$ cat config.mk
export PLATFORM = sky130hd
export DESIGN_NAME = role_ctrl_regfile
export DESIGN_NICKNAME = d
export VERILOG_FILES = /design/src/rtl/role_ctrl_pkg.sv /design/src/rtl/role_ctrl_axil_if.sv /design/src/rtl/role_ctrl_regfile.sv
export SDC_FILE = /design/constraint.sdc
export NUM_CORES = 1
export LEC_CHECK = 0
export CAP_MARGIN = 20
export CORE_AREA = 2 2 451 453
export CTS_CLUSTER_SIZE = 14
export DETAILED_ROUTE_END_ITERATION = 16
export DIE_AREA = 0 0 453 455
export PLACE_DENSITY = 0.39
export SLEW_MARGIN = 20
export SYNTH_ARGS = -nofsm -noshare
export SYNTH_HDL_FRONTEND = slang
export SYNTH_SLANG_ARGS = --single-unit
$ cat constraint.sdc
create_clock -name aclk -period 17.1 [get_ports aclk]
set_input_delay 1.71 -clock aclk [delete_from_list [all_inputs] [get_ports aclk]]
set_output_delay 1.71 -clock aclk [all_outputs]
set_load 0.01 [all_outputs]
$ cat src/rtl/role_ctrl_pkg.sv
// Shared constants, types and helpers for the role control register file.
// Response codes, register map indices, CTRL bit positions, strobe expansion.
package role_ctrl_pkg;

    localparam logic [1:0] RESP_OKAY   = 2'b00;
    localparam logic [1:0] RESP_DECERR = 2'b11;

    localparam int REG_CTRL       = 0;
    localparam int REG_IRQ_STATUS = 1;
    localparam int REG_IRQ_ENABLE = 2;

    localparam int CTRL_SOFT_RST_BIT  = 0;
    localparam int CTRL_DOORBELL_BIT  = 1;

    typedef enum logic [1:0] {
        WR_IDLE,
        WR_HAVE_AW,
        WR_HAVE_W,
        WR_HAVE_BOTH
    } wr_state_e;

    // Expands up to 8 byte strobes into a 64-bit bit mask.
    function automatic logic [63:0] strb_to_mask(input logic [7:0] strb);
        logic [63:0] m;
        m = '0;
        for (int b = 0; b < 8; b++) begin
            m[b*8 +: 8] = {8{strb[b]}};
        end
        return m;
    endfunction

endpackage

$ cat src/rtl/role_ctrl_axil_if.sv
// AXI4-Lite slave handshake engine: latches AW/W independently, commits once
// both are held and B is idle, and registers read data. Emits wr_en/idx/data/mask
// and rd_en/idx; register decode lives in the parent.
module role_ctrl_axil_if
    import role_ctrl_pkg::*;
#(
    parameter int ADDR_WIDTH = 20,
    parameter int DATA_WIDTH = 32,
    parameter int NUM_REGS   = 16,
    localparam int STRB_W    = DATA_WIDTH / 8,
    localparam int OFF_W     = $clog2(STRB_W),
    localparam int IDX_W     = ADDR_WIDTH - OFF_W
) (
    input  logic                  aclk,
    input  logic                  areset,
    input  logic                  s_axi_ctrl_awvalid,
    output logic                  s_axi_ctrl_awready,
    input  logic [ADDR_WIDTH-1:0] s_axi_ctrl_awaddr,
    input  logic [2:0]            s_axi_ctrl_awprot,
    input  logic                  s_axi_ctrl_wvalid,
    output logic                  s_axi_ctrl_wready,
    input  logic [DATA_WIDTH-1:0] s_axi_ctrl_wdata,
    input  logic [STRB_W-1:0]     s_axi_ctrl_wstrb,
    output logic                  s_axi_ctrl_bvalid,
    input  logic                  s_axi_ctrl_bready,
    output logic [1:0]            s_axi_ctrl_bresp,
    input  logic                  s_axi_ctrl_arvalid,
    output logic                  s_axi_ctrl_arready,
    input  logic [ADDR_WIDTH-1:0] s_axi_ctrl_araddr,
    input  logic [2:0]            s_axi_ctrl_arprot,
    output logic                  s_axi_ctrl_rvalid,
    input  logic                  s_axi_ctrl_rready,
    output logic [DATA_WIDTH-1:0] s_axi_ctrl_rdata,
    output logic [1:0]            s_axi_ctrl_rresp,
    output logic                  wr_en,
    output logic [IDX_W-1:0]      wr_idx,
    output logic [DATA_WIDTH-1:0] wr_data,
    output logic [DATA_WIDTH-1:0] wr_mask,
    output logic                  rd_en,
    output logic [IDX_W-1:0]      rd_idx,
    input  logic [DATA_WIDTH-1:0] rd_data
);

    localparam logic [IDX_W:0] NREGS = (IDX_W+1)'(NUM_REGS);

    wr_state_e             wr_state_q, wr_state_d;
    logic [IDX_W-1:0]      aw_idx_q, aw_idx_d;
    logic [DATA_WIDTH-1:0] w_data_q, w_data_d;
    logic [STRB_W-1:0]     w_strb_q, w_strb_d;
    logic                  bvalid_q, bvalid_d;
    logic [1:0]            bresp_q, bresp_d;
    logic                  rvalid_q, rvalid_d;
    logic [DATA_WIDTH-1:0] rdata_q, rdata_d;
    logic [1:0]            rresp_q, rresp_d;

    logic aw_hs;
    logic w_hs;
    logic commit;
    logic wr_ok;
    logic rd_ok;
    logic unused_bits;

    assign unused_bits = ^{s_axi_ctrl_awprot, s_axi_ctrl_arprot,
                           s_axi_ctrl_awaddr[OFF_W-1:0],
                           s_axi_ctrl_araddr[OFF_W-1:0]};

    assign s_axi_ctrl_awready = (wr_state_q == WR_IDLE) ||
                                (wr_state_q == WR_HAVE_W);
    assign s_axi_ctrl_wready  = (wr_state_q == WR_IDLE) ||
                                (wr_state_q == WR_HAVE_AW);
    assign s_axi_ctrl_arready = !rvalid_q;

    assign aw_hs  = s_axi_ctrl_awvalid && s_axi_ctrl_awready;
    assign w_hs   = s_axi_ctrl_wvalid && s_axi_ctrl_wready;
    // Commit only from latched AW/W, and never while a response is pending.
    assign commit = (wr_state_q == WR_HAVE_BOTH) && !bvalid_q;

    assign rd_idx = s_axi_ctrl_araddr[ADDR_WIDTH-1:OFF_W];
    assign rd_en  = s_axi_ctrl_arvalid && s_axi_ctrl_arready;
    assign wr_ok  = ({1'b0, aw_idx_q} < NREGS);
    assign rd_ok  = ({1'b0, rd_idx} < NREGS);

    assign wr_en   = commit && wr_ok;
    assign wr_idx  = aw_idx_q;
    assign wr_data = w_data_q;
    assign wr_mask = DATA_WIDTH'(strb_to_mask(8'(w_strb_q)));

    assign s_axi_ctrl_bvalid = bvalid_q;
    assign s_axi_ctrl_bresp  = bresp_q;
    assign s_axi_ctrl_rvalid = rvalid_q;
    assign s_axi_ctrl_rdata  = rdata_q;
    assign s_axi_ctrl_rresp  = rresp_q;

    always_comb begin
        wr_state_d = wr_state_q;
        aw_idx_d   = aw_idx_q;
        w_data_d   = w_data_q;
        w_strb_d   = w_strb_q;
        bvalid_d   = bvalid_q;
        bresp_d    = bresp_q;

        if (aw_hs) begin
            aw_idx_d = s_axi_ctrl_awaddr[ADDR_WIDTH-1:OFF_W];
        end
        if (w_hs) begin
            w_data_d = s_axi_ctrl_wdata;
            w_strb_d = s_axi_ctrl_wstrb;
        end

        unique case (wr_state_q)
            WR_IDLE: begin
                if (aw_hs && w_hs) wr_state_d = WR_HAVE_BOTH;
                else if (aw_hs)    wr_state_d = WR_HAVE_AW;
                else if (w_hs)     wr_state_d = WR_HAVE_W;
            end
            WR_HAVE_AW: begin
                if (w_hs) wr_state_d = WR_HAVE_BOTH;
            end
            WR_HAVE_W: begin
                if (aw_hs) wr_state_d = WR_HAVE_BOTH;
            end
            WR_HAVE_BOTH: begin
                if (commit) wr_state_d = WR_IDLE;
            end
            default: wr_state_d = WR_IDLE;
        endcase

        if (bvalid_q && s_axi_ctrl_bready) begin
            bvalid_d = 1'b0;
        end
        if (commit) begin
            bvalid_d = 1'b1;
            bresp_d  = wr_ok ? RESP_OKAY : RESP_DECERR;
        end
    end

    always_comb begin
        rvalid_d = rvalid_q;
        rdata_d  = rdata_q;
        rresp_d  = rresp_q;
        if (rvalid_q && s_axi_ctrl_rready) begin
            rvalid_d = 1'b0;
        end
        if (rd_en) begin
            rvalid_d = 1'b1;
            rdata_d  = rd_ok ? rd_data : '0;
            rresp_d  = rd_ok ? RESP_OKAY : RESP_DECERR;
        end
    end

    always_ff @(posedge aclk or posedge areset) begin
        if (areset) begin
            wr_state_q <= WR_IDLE;
            aw_idx_q   <= '0;
            w_data_q   <= '0;
            w_strb_q   <= '0;
            bvalid_q   <= 1'b0;
            bresp_q    <= RESP_OKAY;
            rvalid_q   <= 1'b0;
            rdata_q    <= '0;
            rresp_q    <= RESP_OKAY;
        end else begin
            wr_state_q <= wr_state_d;
            aw_idx_q   <= aw_idx_d;
            w_data_q   <= w_data_d;
            w_strb_q   <= w_strb_d;
            bvalid_q   <= bvalid_d;
            bresp_q    <= bresp_d;
            rvalid_q   <= rvalid_d;
            rdata_q    <= rdata_d;
            rresp_q    <= rresp_d;
        end
    end

endmodule

$ cat src/rtl/role_ctrl_regfile.sv
// AXI4-Lite control register file for the role: CTRL (soft reset, doorbell),
// W1C IRQ status, IRQ enable, general RW/RO regs. Ports: s_axi_ctrl_*, reg_out,
// ro_in, irq_set, irq, role_soft_rst, doorbell.
module role_ctrl_regfile
    import role_ctrl_pkg::*;
#(
    parameter int                ADDR_WIDTH = 20,
    parameter int                DATA_WIDTH = 32,
    parameter int                NUM_REGS   = 16,
    parameter logic [NUM_REGS-1:0] RO_MASK  = '0,
    parameter int                IRQ_WIDTH  = 8
) (
    input  logic                           aclk,
    input  logic                           areset,
    input  logic                           s_axi_ctrl_awvalid,
    output logic                           s_axi_ctrl_awready,
    input  logic [ADDR_WIDTH-1:0]          s_axi_ctrl_awaddr,
    input  logic [2:0]                     s_axi_ctrl_awprot,
    input  logic                           s_axi_ctrl_wvalid,
    output logic                           s_axi_ctrl_wready,
    input  logic [DATA_WIDTH-1:0]          s_axi_ctrl_wdata,
    input  logic [DATA_WIDTH/8-1:0]        s_axi_ctrl_wstrb,
    output logic                           s_axi_ctrl_bvalid,
    input  logic                           s_axi_ctrl_bready,
    output logic [1:0]                     s_axi_ctrl_bresp,
    input  logic                           s_axi_ctrl_arvalid,
    output logic                           s_axi_ctrl_arready,
    input  logic [ADDR_WIDTH-1:0]          s_axi_ctrl_araddr,
    input  logic [2:0]                     s_axi_ctrl_arprot,
    output logic                           s_axi_ctrl_rvalid,
    input  logic                           s_axi_ctrl_rready,
    output logic [DATA_WIDTH-1:0]          s_axi_ctrl_rdata,
    output logic [1:0]                     s_axi_ctrl_rresp,
    output logic [NUM_REGS*DATA_WIDTH-1:0] reg_out,
    input  logic [NUM_REGS*DATA_WIDTH-1:0] ro_in,
    input  logic [IRQ_WIDTH-1:0]           irq_set,
    output logic                           irq,
    output logic                           role_soft_rst,
    output logic                           doorbell
);

    localparam int IDX_W = ADDR_WIDTH - $clog2(DATA_WIDTH / 8);
    // CTRL, IRQ_STATUS and IRQ_ENABLE are always writable.
    localparam logic [NUM_REGS-1:0] RO_EFF =
        RO_MASK & ~NUM_REGS'(3'b111);
    localparam logic [DATA_WIDTH-1:0] IRQ_MASK =
        DATA_WIDTH'((65'd1 << IRQ_WIDTH) - 65'd1);

    logic                  wr_en;
    logic [IDX_W-1:0]      wr_idx;
    logic [DATA_WIDTH-1:0] wr_data;
    logic [DATA_WIDTH-1:0] wr_mask;
    logic                  rd_en;
    logic [IDX_W-1:0]      rd_idx;
    logic [DATA_WIDTH-1:0] rd_data;

    logic [DATA_WIDTH-1:0] regs_q [NUM_REGS];
    logic [DATA_WIDTH-1:0] regs_d [NUM_REGS];
    logic [DATA_WIDTH-1:0] view   [NUM_REGS];
    logic [DATA_WIDTH-1:0] w1c_mask;
    logic [DATA_WIDTH-1:0] irq_set_ext;
    logic                  irq_q, irq_d;
    logic                  doorbell_q, doorbell_d;

    role_ctrl_axil_if #(
        .ADDR_WIDTH (ADDR_WIDTH),
        .DATA_WIDTH (DATA_WIDTH),
        .NUM_REGS   (NUM_REGS)
    ) u_axil_if (
        .aclk               (aclk),
        .areset             (areset),
        .s_axi_ctrl_awvalid (s_axi_ctrl_awvalid),
        .s_axi_ctrl_awready (s_axi_ctrl_awready),
        .s_axi_ctrl_awaddr  (s_axi_ctrl_awaddr),
        .s_axi_ctrl_awprot  (s_axi_ctrl_awprot),
        .s_axi_ctrl_wvalid  (s_axi_ctrl_wvalid),
        .s_axi_ctrl_wready  (s_axi_ctrl_wready),
        .s_axi_ctrl_wdata   (s_axi_ctrl_wdata),
        .s_axi_ctrl_wstrb   (s_axi_ctrl_wstrb),
        .s_axi_ctrl_bvalid  (s_axi_ctrl_bvalid),
        .s_axi_ctrl_bready  (s_axi_ctrl_bready),
        .s_axi_ctrl_bresp   (s_axi_ctrl_bresp),
        .s_axi_ctrl_arvalid (s_axi_ctrl_arvalid),
        .s_axi_ctrl_arready (s_axi_ctrl_arready),
        .s_axi_ctrl_araddr  (s_axi_ctrl_araddr),
        .s_axi_ctrl_arprot  (s_axi_ctrl_arprot),
        .s_axi_ctrl_rvalid  (s_axi_ctrl_rvalid),
        .s_axi_ctrl_rready  (s_axi_ctrl_rready),
        .s_axi_ctrl_rdata   (s_axi_ctrl_rdata),
        .s_axi_ctrl_rresp   (s_axi_ctrl_rresp),
        .wr_en              (wr_en),
        .wr_idx             (wr_idx),
        .wr_data            (wr_data),
        .wr_mask            (wr_mask),
        .rd_en              (rd_en),
        .rd_idx             (rd_idx),
        .rd_data            (rd_data)
    );

    assign irq_set_ext   = DATA_WIDTH'(irq_set);
    assign irq           = irq_q;
    assign doorbell      = doorbell_q;
    assign role_soft_rst = regs_q[REG_CTRL][CTRL_SOFT_RST_BIT];

    always_comb begin
        reg_out = '0;
        for (int i = 0; i < NUM_REGS; i++) begin
            view[i] = RO_EFF[i] ? ro_in[i*DATA_WIDTH +: DATA_WIDTH]
                                : regs_q[i];
            reg_out[i*DATA_WIDTH +: DATA_WIDTH] = view[i];
        end
    end

    always_comb begin
        rd_data = '0;
        if (rd_en) begin
            for (int i = 0; i < NUM_REGS; i++) begin
                if (rd_idx == IDX_W'(i)) rd_data = view[i];
            end
        end
    end

    always_comb begin
        for (int i = 0; i < NUM_REGS; i++) begin
            regs_d[i] = regs_q[i];
        end
        for (int i = 0; i < NUM_REGS; i++) begin
            if (wr_en && (wr_idx == IDX_W'(i)) && !RO_EFF[i] &&
                (i != REG_IRQ_STATUS)) begin
                regs_d[i] = (regs_q[i] & ~wr_mask) | (wr_data & wr_mask);
            end
        end
        // Doorbell is a pulse, never stored.
        regs_d[REG_CTRL][CTRL_DOORBELL_BIT] = 1'b0;

        w1c_mask = '0;
        if (wr_en && (wr_idx == IDX_W'(REG_IRQ_STATUS))) begin
            w1c_mask = wr_data & wr_mask;
        end
        // Set after clear so a same-cycle set survives the W1C.
        regs_d[REG_IRQ_STATUS] =
            ((regs_q[REG_IRQ_STATUS] & ~w1c_mask) | irq_set_ext) & IRQ_MASK;

        doorbell_d = wr_en && (wr_idx == IDX_W'(REG_CTRL)) &&
                     wr_mask[CTRL_DOORBELL_BIT] && wr_data[CTRL_DOORBELL_BIT];
        irq_d = |(regs_q[REG_IRQ_STATUS] & regs_q[REG_IRQ_ENABLE] & IRQ_MASK);
    end

    always_ff @(posedge aclk or posedge areset) begin
        if (areset) begin
            for (int i = 0; i < NUM_REGS; i++) begin
                regs_q[i] <= '0;
            end
            irq_q      <= 1'b0;
            doorbell_q <= 1'b0;
        end else begin
            for (int i = 0; i < NUM_REGS; i++) begin
                regs_q[i] <= regs_d[i];
            end
            irq_q      <= irq_d;
            doorbell_q <= doorbell_d;
        end
    end

endmodule
==> flow_summary.toml, run 1 <==
[grt]
grtUsageTotal_pct = 17.21
grt_pass1_wl_um = 234100
grt_pass1_vias = 22290
overflow = 0
grt_max_degree = 144
antenna_found_initial = 31

[floorplanning]
die_y_um = 455
dieArea_um2 = 206100
start_util_pct = 13.36
num_rows = 165
die_w_um = 453
core-area_um2 = 201300
ios = 1165

[routing]
avgViaCountPerCell = 3.973
dr.pass1.iters = 5
num_vias = 21800
routedWlPerCell_um = 33.28
ant_nets = 0
route.detailed.drc = 0
wirelength_um = 182600
drtIter0Drc = 1588

[clocking]
post-cts-setup-buffers = 0
clk_pin_slew_ps = 60
cts_buffer_depth = 3
cts_tree = "built"
insertion_delay_ps = 720
htree_num_levels = 3
cts_buffers = 79
cts.repair.resized = 0
clockRootBuffer = "clkbuf_16"
cts_hold_buf = 0
clock_sinks = 581

[synthesis]
synth_ff_type = "dfrtp_1"
yosys.area_share.simple_pct = 7.823
synthXorXnorAreaFrac_pct = 0
synth_compound_area_share_pct = 9.926
synth_async_sr_flop_share_pct = 100.0
yosysWarnings = 0
yosys.cell_types.count = 79
seq_area_frac_synth_pct = 54.05
synth_top_family_by_area = "multiplexers"
synth_mux_area_share_pct = 24.78
netlist_instances = 2116
synth_area_um2 = 26900
synth_edf_count = 0
synth-seq-cells = 581
synthAdderAreaFrac_pct = 0.1860
syn_area_per_cell_um2 = 12.71

[cells_and_area]
layout.nets = 3352
layout_commonest_cell = "clkdlybuf4s50_1"
instances_no_fill = 5487
fin_util_pct = 19.43
drive_above_1_share_pct = 29.48
syn_to_final_growth_pct = 45.35
layout.cells.most_common_list = "615 x clkdlybuf4s50_1, 581 x dfrtp_1, 539 x mux2_2"

[run]
maxCapViolations = 0

[hold_path]
min_path_type = "flip-flop to flip-flop"

[timing]
fin_crit_ps = 5521
fin_crit_sh_pct = 32.28
hold_viol_final = 0
finalClockSkew_ps = 63.02
hold_slack_ps = 509.6
rsz0062_at_grt = "no"
worst_pin_slew_ps = 1109
finalSetupViolCount = 0
final-max-slew-violation-count = 0
finalSetupTns_ps = 0
max_slew_margin_pct = 25.99
setup_ws_ps = 11580
max_clock_freq_mhz = 181.1

[worst_setup_path]
slowest_delay_ps = 950
cp_common_cell = "buf_4"
worstPathBufferInverterCount = 3
crit_family = "simple AND/OR/NAND/NOR gates"
worst_ep_required_time_ps = 17670
critPathCaptureType = "flip-flop"
r2r_slack_ps = 13180
crit_chain = "clkdlybuf4s50_1 -> nor4_4 -> and4_2 -> buf_4 -> buf_4 -> nand3_1 -> o221a_2 -> o221ai_1 -> o21ai_0"
crit_fanout = 31
worst-endpoint-arrival_ps = 6090
worstSetupStartpointType = "input port"
critPathKind = "input port to flip-flop"
slowest_stage = "nand3_1"

[place]
post-place-ws_ps = 10750
dp.final_hpwl_um = 138000
dpl.cell_count = 5330
port_buffers = 617
gp_congestion = 0.8017

[power_and_ir_drop]
leakagePower_nw = 16.33
power.density_nw_per_um2 = 97.69
ir_worst_vdd_v = 0.0001257

[outcome]
outcome = "finished clean"
[path summary, 6_finish.rpt]
| check | depth (start not counted) | to | startpoint |
|---|---|---|---|
| max | 9 | u_axil_if.s_axi_ctrl_rdata[31] | s_axi_ctrl_araddr[19] |
| min | 1 | u_axil_if.wr_idx[16] | u_axil_if.wr_idx[16] |
| max reg2reg | 6 | flip-flop | u_axil_if.wr_state_q[0] |
| min reg2reg | 1 | u_axil_if.wr_idx[16] | u_axil_if.wr_idx[16] |
| max in group asynchronous | 5 | u_axil_if.wr_data[27] | areset |
| min in group asynchronous | 2 | async pin | areset |
[power breakdown]
group	switching (mW)	internal (mW)	total (mW)
Sequential	0.293	1.44	1.73
Clock	0.733	0.998	1.73
Combinational	0.205	0.149	0.354
[cells by family after synthesis]
group                      Yosys count
and+or+nand+nor                    383
buffers and inverters              184
muxes                              591
other                                1
adders and majority gates            4
DFF                                581
AOI/OAI and AO/OA                  372
[routing by layer]
layer | vias up | GRT usage [%] | wire length, µm | share of wire [%]
li1 | 9149 | - | - | -
met1 | 11680 | 19.74 | 70800 | 39
met2 | 740 | 29.71 | 90940 | 50
met3 | 219 | 4.638 | 12030 | 6.6
met4 | 14 | 7.922 | 8740 | 4.8
met5 | - | 0 | 98 | 0.054
[area by class of cell]
| class | count | area [µm²] |
|---|---|---|
| Tap cell | 2672 | 3343 |
| Inverter | 15 | 60.06 |
| Clock inverter | 30 | 386.6 |
| Clock buffer | 117 | 2251 |
| Fill cell | 21970 | 162200 |
| Sequential cell | 581 | 14540 |
| Multi-Input combinational cell | 1375 | 11770 |
| Antenna cell | 10 | 25.02 |
| Timing Repair Buffer | 687 | 6729 |
[synth_stat cells (10+ instances only)]
| master | instances | area (µm²) |
|---|---|---|
| mux2i_1 | 46 | 460.4 |
| o2111ai_1 | 10 | 87.58 |
| and3_1 | 12 | 75.07 |
| nor4_1 | 11 | 68.82 |
| dfrtp_1 | 581 | 14540 |
| nor2_2 | 24 | 150.1 |
| inv_1 | 15 | 56.30 |
| a21o_1 | 14 | 105.1 |
| mux2_2 | 539 | 6070 |
| a21oi_1 | 55 | 275.3 |
| nor2b_1 | 10 | 62.56 |
| nor2_4 | 10 | 112.6 |
| buf_4 | 29 | 217.7 |
| a22oi_1 | 37 | 277.8 |
| a32oi_1 | 12 | 105.1 |
| nor2_1 | 72 | 270.3 |
| nor3_1 | 23 | 115.1 |
| nand2_1 | 90 | 337.8 |
| clkbuf_1 | 92 | 345.3 |
| a22o_1 | 35 | 306.5 |
| o21ai_0 | 70 | 350.3 |
| a211oi_1 | 10 | 75.07 |
| nand4_1 | 21 | 131.4 |
| nand3_1 | 49 | 245.2 |
| o221ai_1 | 14 | 122.6 |
| a2111oi_0 | 10 | 87.58 |
| a221oi_1 | 16 | 140.1 |
| buf_2 | 37 | 185.2 |
[worst register-to-register path: stages, from the launching register on]
cell and delay, ps:
dfrtp_1 400, ha_1 240, nor4b_1 260, and4_1 540, and3_1 870, nand3_1 930
mux2_2 560
[stage by stage]
| step | area [µm²] | power (mW) |
|---|---|---|
| floorplan | 26990 | 1.840 |
| global placement | 36400 | 2.113 |
| detailed placement | 36430 | 2.117 |
| CTS | 39070 | 3.882 |
| global route | 39080 | 3.969 |
| finish | 39100 | 3.820 |
(Power assumes the default switching activity.)
==> run 2, diff against run 1 <==
==> constraint.sdc (replaced) <==
create_clock -name aclk -period 5.05 [get_ports aclk]
set_input_delay 0.505 -clock aclk [delete_from_list [all_inputs] [get_ports aclk]]
set_output_delay 0.505 -clock aclk [all_outputs]
set_load 0.01 [all_outputs]
==> run 2 against run 1 <==
Effect of this change: clock power rose to 3.4 times the previous value; utilization grew 0.35 points; sequential share of layout area decreased by 0.66 points; clock-buffer cell count is 9 lower; flip-flop and latch count is the same.
==> flow_summary.toml, run 2 (synthesized netlist as in run 1, its figures left out) <==
[worst_setup_path]
r2r-start = "u_axil_if.wr_state_q[1]"
critical_path.startpoint = "u_axil_if.wr_state_q[1]"
worst_ep_required_time_ps = 5640
critPathKind = "flip-flop to flip-flop"
crit_family = "simple AND/OR/NAND/NOR gates"
worstPathBufferInverterCount = 1
slowest_delay_ps = 850
critPathCaptureType = "flip-flop"
crit_chain = "ha_1 -> nor4b_1 -> and4_1 -> and3_1 -> buf_4 -> nand3_1 -> mux2_2"
crit_fanout = 11
worst-endpoint-arrival_ps = 4270
worstSetupStartpointType = "flip-flop"
slowest_stage = "and3_1"

[timing]
rsz0062_at_grt = "no"
max_clock_freq_mhz = 271.9
finalSetupViolCount = 0
hold_viol_final = 0
finalClockSkew_ps = 46.40
fin_crit_ps = 3678
setup_ws_ps = 1372
max_slew_margin_pct = 16.15
fin_crit_sh_pct = 72.84
worst_pin_slew_ps = 1246
finalSetupTns_ps = 0
final-max-slew-violation-count = 0

[run]
maxCapViolations = 0

[grt]
grt_max_degree = 104
grt_pass1_wl_um = 234800
antenna_found_initial = 22
grtUsageTotal_pct = 17.22
grt_pass1_vias = 22770
overflow = 0

[floorplanning]
ios = 1165
die_y_um = 455
start_util_pct = 13.36
num_rows = 165
die_w_um = 453
core-area_um2 = 201300
dieArea_um2 = 206100

[clocking]
insertion_delay_ps = 710
clock_sinks = 581
cts_buffer_depth = 3
cts_buffers = 78
clk_pin_slew_ps = 70
cts.repair.resized = 0
cts_hold_buf = 0
clockRootBuffer = "clkbuf_16"
cts_tree = "built"
htree_num_levels = 3
post-cts-setup-buffers = 0

[routing]
ant_nets = 0
drtIter0Drc = 1529
highest_layer = "met5"
wirelength_um = 182700
dr.pass1.iters = 5
routedWlPerCell_um = 32.86
routed-wl-met2_um = 92220
num_vias = 22230
avgViaCountPerCell = 3.999
route.met3.wl_um = 13030
route.detailed.drc = 0
wl_met1_um = 68290

[place]
dp.final_hpwl_um = 143700
post-place-ws_ps = 737.8
gp_congestion = 0.8270
port_buffers = 617

[power_and_ir_drop]
ir_worst_vdd_v = 0.0002798
leakagePower_nw = 16.74
power.density_nw_per_um2 = 326.1

[hold_path]
min_path_type = "input port to async pin"

[cells_and_area]
layout.nets = 3436
layout.cells.most_common_list = "615 x clkdlybuf4s50_1, 581 x dfrtp_1, 539 x mux2_2"
layout_commonest_cell = "clkdlybuf4s50_1"
drive_above_1_share_pct = 31.30
syn_to_final_growth_pct = 47.98
fin_util_pct = 19.78

[outcome]
outcome = "finished clean"
-- run 2: report_power, final --
part           internal (mW)  switching [mW]  total (mW)
clock network           3.47            2.42        5.90
registers               4.88            1.02        5.90
logic                  0.516           0.674        1.19
-- run 2: per-layer routing --
layer | up-vias | track usage [%]
met5 | - | 0
met4 | 10 | 8.104
met3 | 210 | 5.191
met2 | 810 | 30.34
met1 | 11900 | 18.85
li1 | 9301 | -
-- run 2: final timing paths --
path / cells after the start / slack [ps] / to
max: 7 / 1370 / flip-flop
min: 2 / 350 / async pin
max reg2reg: 7 / 1370 / flip-flop
min reg2reg: 2 / 510 / u_axil_if.s_axi_ctrl_rdata[31]
max in group asynchronous: 4 / 3480 / u_axil_if.s_axi_ctrl_rdata[12]
min in group aclk: 2 / 370 / u_axil_if.s_axi_ctrl_rvalid
-- run 2: per-stage QoR --
step	cell area, µm²	cells	total power, mW	hold slack [ps]
after floorplan	26990	2140	6.229	479.8
after global placement	37100	5414	7.177	490.5
after detailed placement	37130	5415	7.196	489.9
after CTS	39780	5547	13.21	286.3
after global routing	39790	5551	13.48	328.5
final	39810	5560	12.98	350.4
-- run 2: cell type report --
cell class,count,area [µm²]
repair buffers,772,7480
well taps,2672,3343
diodes,13,32.53
clock inverters,24,442.9
fillers,22010,161500
inverters,15,60.06
flip-flops and latches,581,14540
multi-input cells,1375,11710
clock buffers,108,2205
==> run 3, diff against run 2 <==
==> constraint.sdc (replaced) <==
create_clock -name aclk -period 3.15 [get_ports aclk]
set_input_delay 0.315 -clock aclk [delete_from_list [all_inputs] [get_ports aclk]]
set_output_delay 0.315 -clock aclk [all_outputs]
set_load 0.01 [all_outputs]
==> run 3 against run 2 <==
Effect of this change: first-iteration DRC count rose by 3.7%; final cell count rose by 2.3%; worst hold slack got worse by 220 ps; sequential power rose by 60%; maximum frequency rose by 26%; global-route usage fell by 0.14 points; largest power group unchanged.
==> flow_summary.toml, run 3 (synthesized netlist as in run 1, its figures left out) <==
[outcome]
outcome = "finished clean"

[timing]
worst_pin_slew_ps = 968.0
hold_viol_final = 0
fin_crit_ps = 2909
rsz0062_at_grt = "no"
finalClockSkew_ps = 26.12
final-max-slew-violation-count = 0
fin_crit_sh_pct = 92.35
max_clock_freq_mhz = 343.8
max_slew_margin_pct = 35.23
setup_ws_ps = 240.9
finalSetupViolCount = 0

[floorplanning]
core-area_um2 = 201300
die_w_um = 453
start_util_pct = 13.36
ios = 1165
num_rows = 165
die_y_um = 455
dieArea_um2 = 206100

[power_and_ir_drop]
ir_worst_vdd_v = 0.0003997
leakagePower_nw = 17.53
power.density_nw_per_um2 = 498.5

[clocking]
clock_sinks = 581
post-cts-setup-buffers = 0
htree_num_levels = 3
cts_buffer_depth = 3
insertion_delay_ps = 700
cts_buffers = 74
cts.repair.resized = 0
clockRootBuffer = "clkbuf_16"
cts_hold_buf = 0
clk_pin_slew_ps = 60
cts_tree = "built"

[routing]
drtIter0Drc = 1585
dr.pass1.iters = 5
highest_layer = "met5"
num_vias = 22400
ant_nets = 0
wl_met1_um = 69490
routed-wl-met2_um = 89290
routedWlPerCell_um = 31.81
route.met3.wl_um = 11970
wirelength_um = 181000
avgViaCountPerCell = 3.937
route.detailed.drc = 0

[grt]
grt_max_degree = 90
overflow = 0
grt_pass1_wl_um = 234000
antenna_found_initial = 18
grt_pass1_vias = 23140
grtUsageTotal_pct = 17.08

[worst_setup_path]
worst_ep_required_time_ps = 3710
critPathKind = "flip-flop to flip-flop"
critPathCaptureType = "flip-flop"
r2r-start = "u_axil_if.wr_state_q[1]"
worstSetupStartpointType = "flip-flop"
reg2regPathDepth = 7
worst-endpoint-arrival_ps = 3470
r2r_slack_ps = 240
crit_fanout = 16

[hold_path]
min_path_type = "input port to async pin"

[cells_and_area]
n_fill_cell = 21850
drive_above_1_share_pct = 34.35
layout_commonest_cell = "clkdlybuf4s50_1"
layout.cells.most_common_list = "615 x clkdlybuf4s50_1, 581 x dfrtp_1, 539 x mux2_2"
fin_util_pct = 20.45
syn_to_final_growth_pct = 52.98
layout.nets = 3566

[place]
post-place-ws_ps = -186.0
gp_congestion = 0.8469
dp.final_hpwl_um = 145100
port_buffers = 617

[run]
maxCapViolations = 0
run 3: cell types whose count changed in the layout (fill, tap and decap cells not counted), sizes merged:
cell | before | now
buf | 157 | 291
clkinvlp | 3 | 5
inv | 15 | 20
clkbuf | 108 | 102
clkinv | 13 | 19
bufinv | 8 | 5
diode | 13 | 5
run 3: area by class of cell:
class                           instances  area [µm²]  share of cell area [%]
Timing Repair Buffer                  906        9004                   21.88
Sequential cell                       581       14540                   35.33
Inverter                               15       60.06                  0.1459
Multi-Input combinational cell       1375       11670                   28.36
Tap cell                             2672        3343                   8.124
Clock inverter                         34       395.4                  0.9607
Antenna cell                            5       12.51                 0.03040
Clock buffer                          102        2127                   5.169
run 3: worst max path at each step:
stage,end,cells after the start,from,slack [ps]
after floorplan,async pin,1,areset,-5080
after global placement,u_axil_if.s_axi_ctrl_rdata[8],8,s_axi_ctrl_araddr[17],-210
after detailed placement,u_axil_if.s_axi_ctrl_rdata[17],10,s_axi_ctrl_araddr[17],-190
after CTS,flip-flop,7,u_axil_if.wr_state_q[0],190
after global routing,flip-flop,7,u_axil_if.wr_state_q[1],20
final,flip-flop,7,u_axil_if.wr_state_q[1],240
run 3: worst max-delay path, stage by stage, from the launching register on:
cell     delay, ps
dfrtp_1        410
ha_1           240
nor4b_1        300
and4_1         310
or3b_2         490
buf_12         190
nor2_4         390
mux2_2         390
run 3: routing by layer:
layer	track usage, %	vias up
met5	0	-
met4	8.656	16
met2	29.52	742
met3	4.806	225
li1	-	9559
met1	19.13	11860
run 3: power breakdown:
| part | leakage [nW] | total, mW | switching (mW) | internal, mW |
|---|---|---|---|---|
| Clock | 1.24 | 9.04 | 3.84 | 5.20 |
| Sequential | 7.94 | 9.42 | 1.60 | 7.82 |
| Combinational | 8.35 | 2.05 | 1.11 | 0.939 |
| Total | 17.5 | 20.5 | 6.56 | 14.0 |
run 3: stage by stage:
step / power [mW] / hold slack (ps) / cell area, µm² / TNS (ps) / cells
after floorplan: 9.987 / 403.9 / 26990 / -2952910 / 2140
after global placement: 11.64 / 486.4 / 38620 / -2288 / 5549
after detailed placement: 11.66 / 493.8 / 38620 / -2189 / 5549
after CTS: 20.85 / 150.2 / 41140 / 0 / 5685
after global routing: 21.33 / 177.7 / 41150 / 0 / 5687
final: 20.52 / 128.1 / 41150 / 0 / 5690
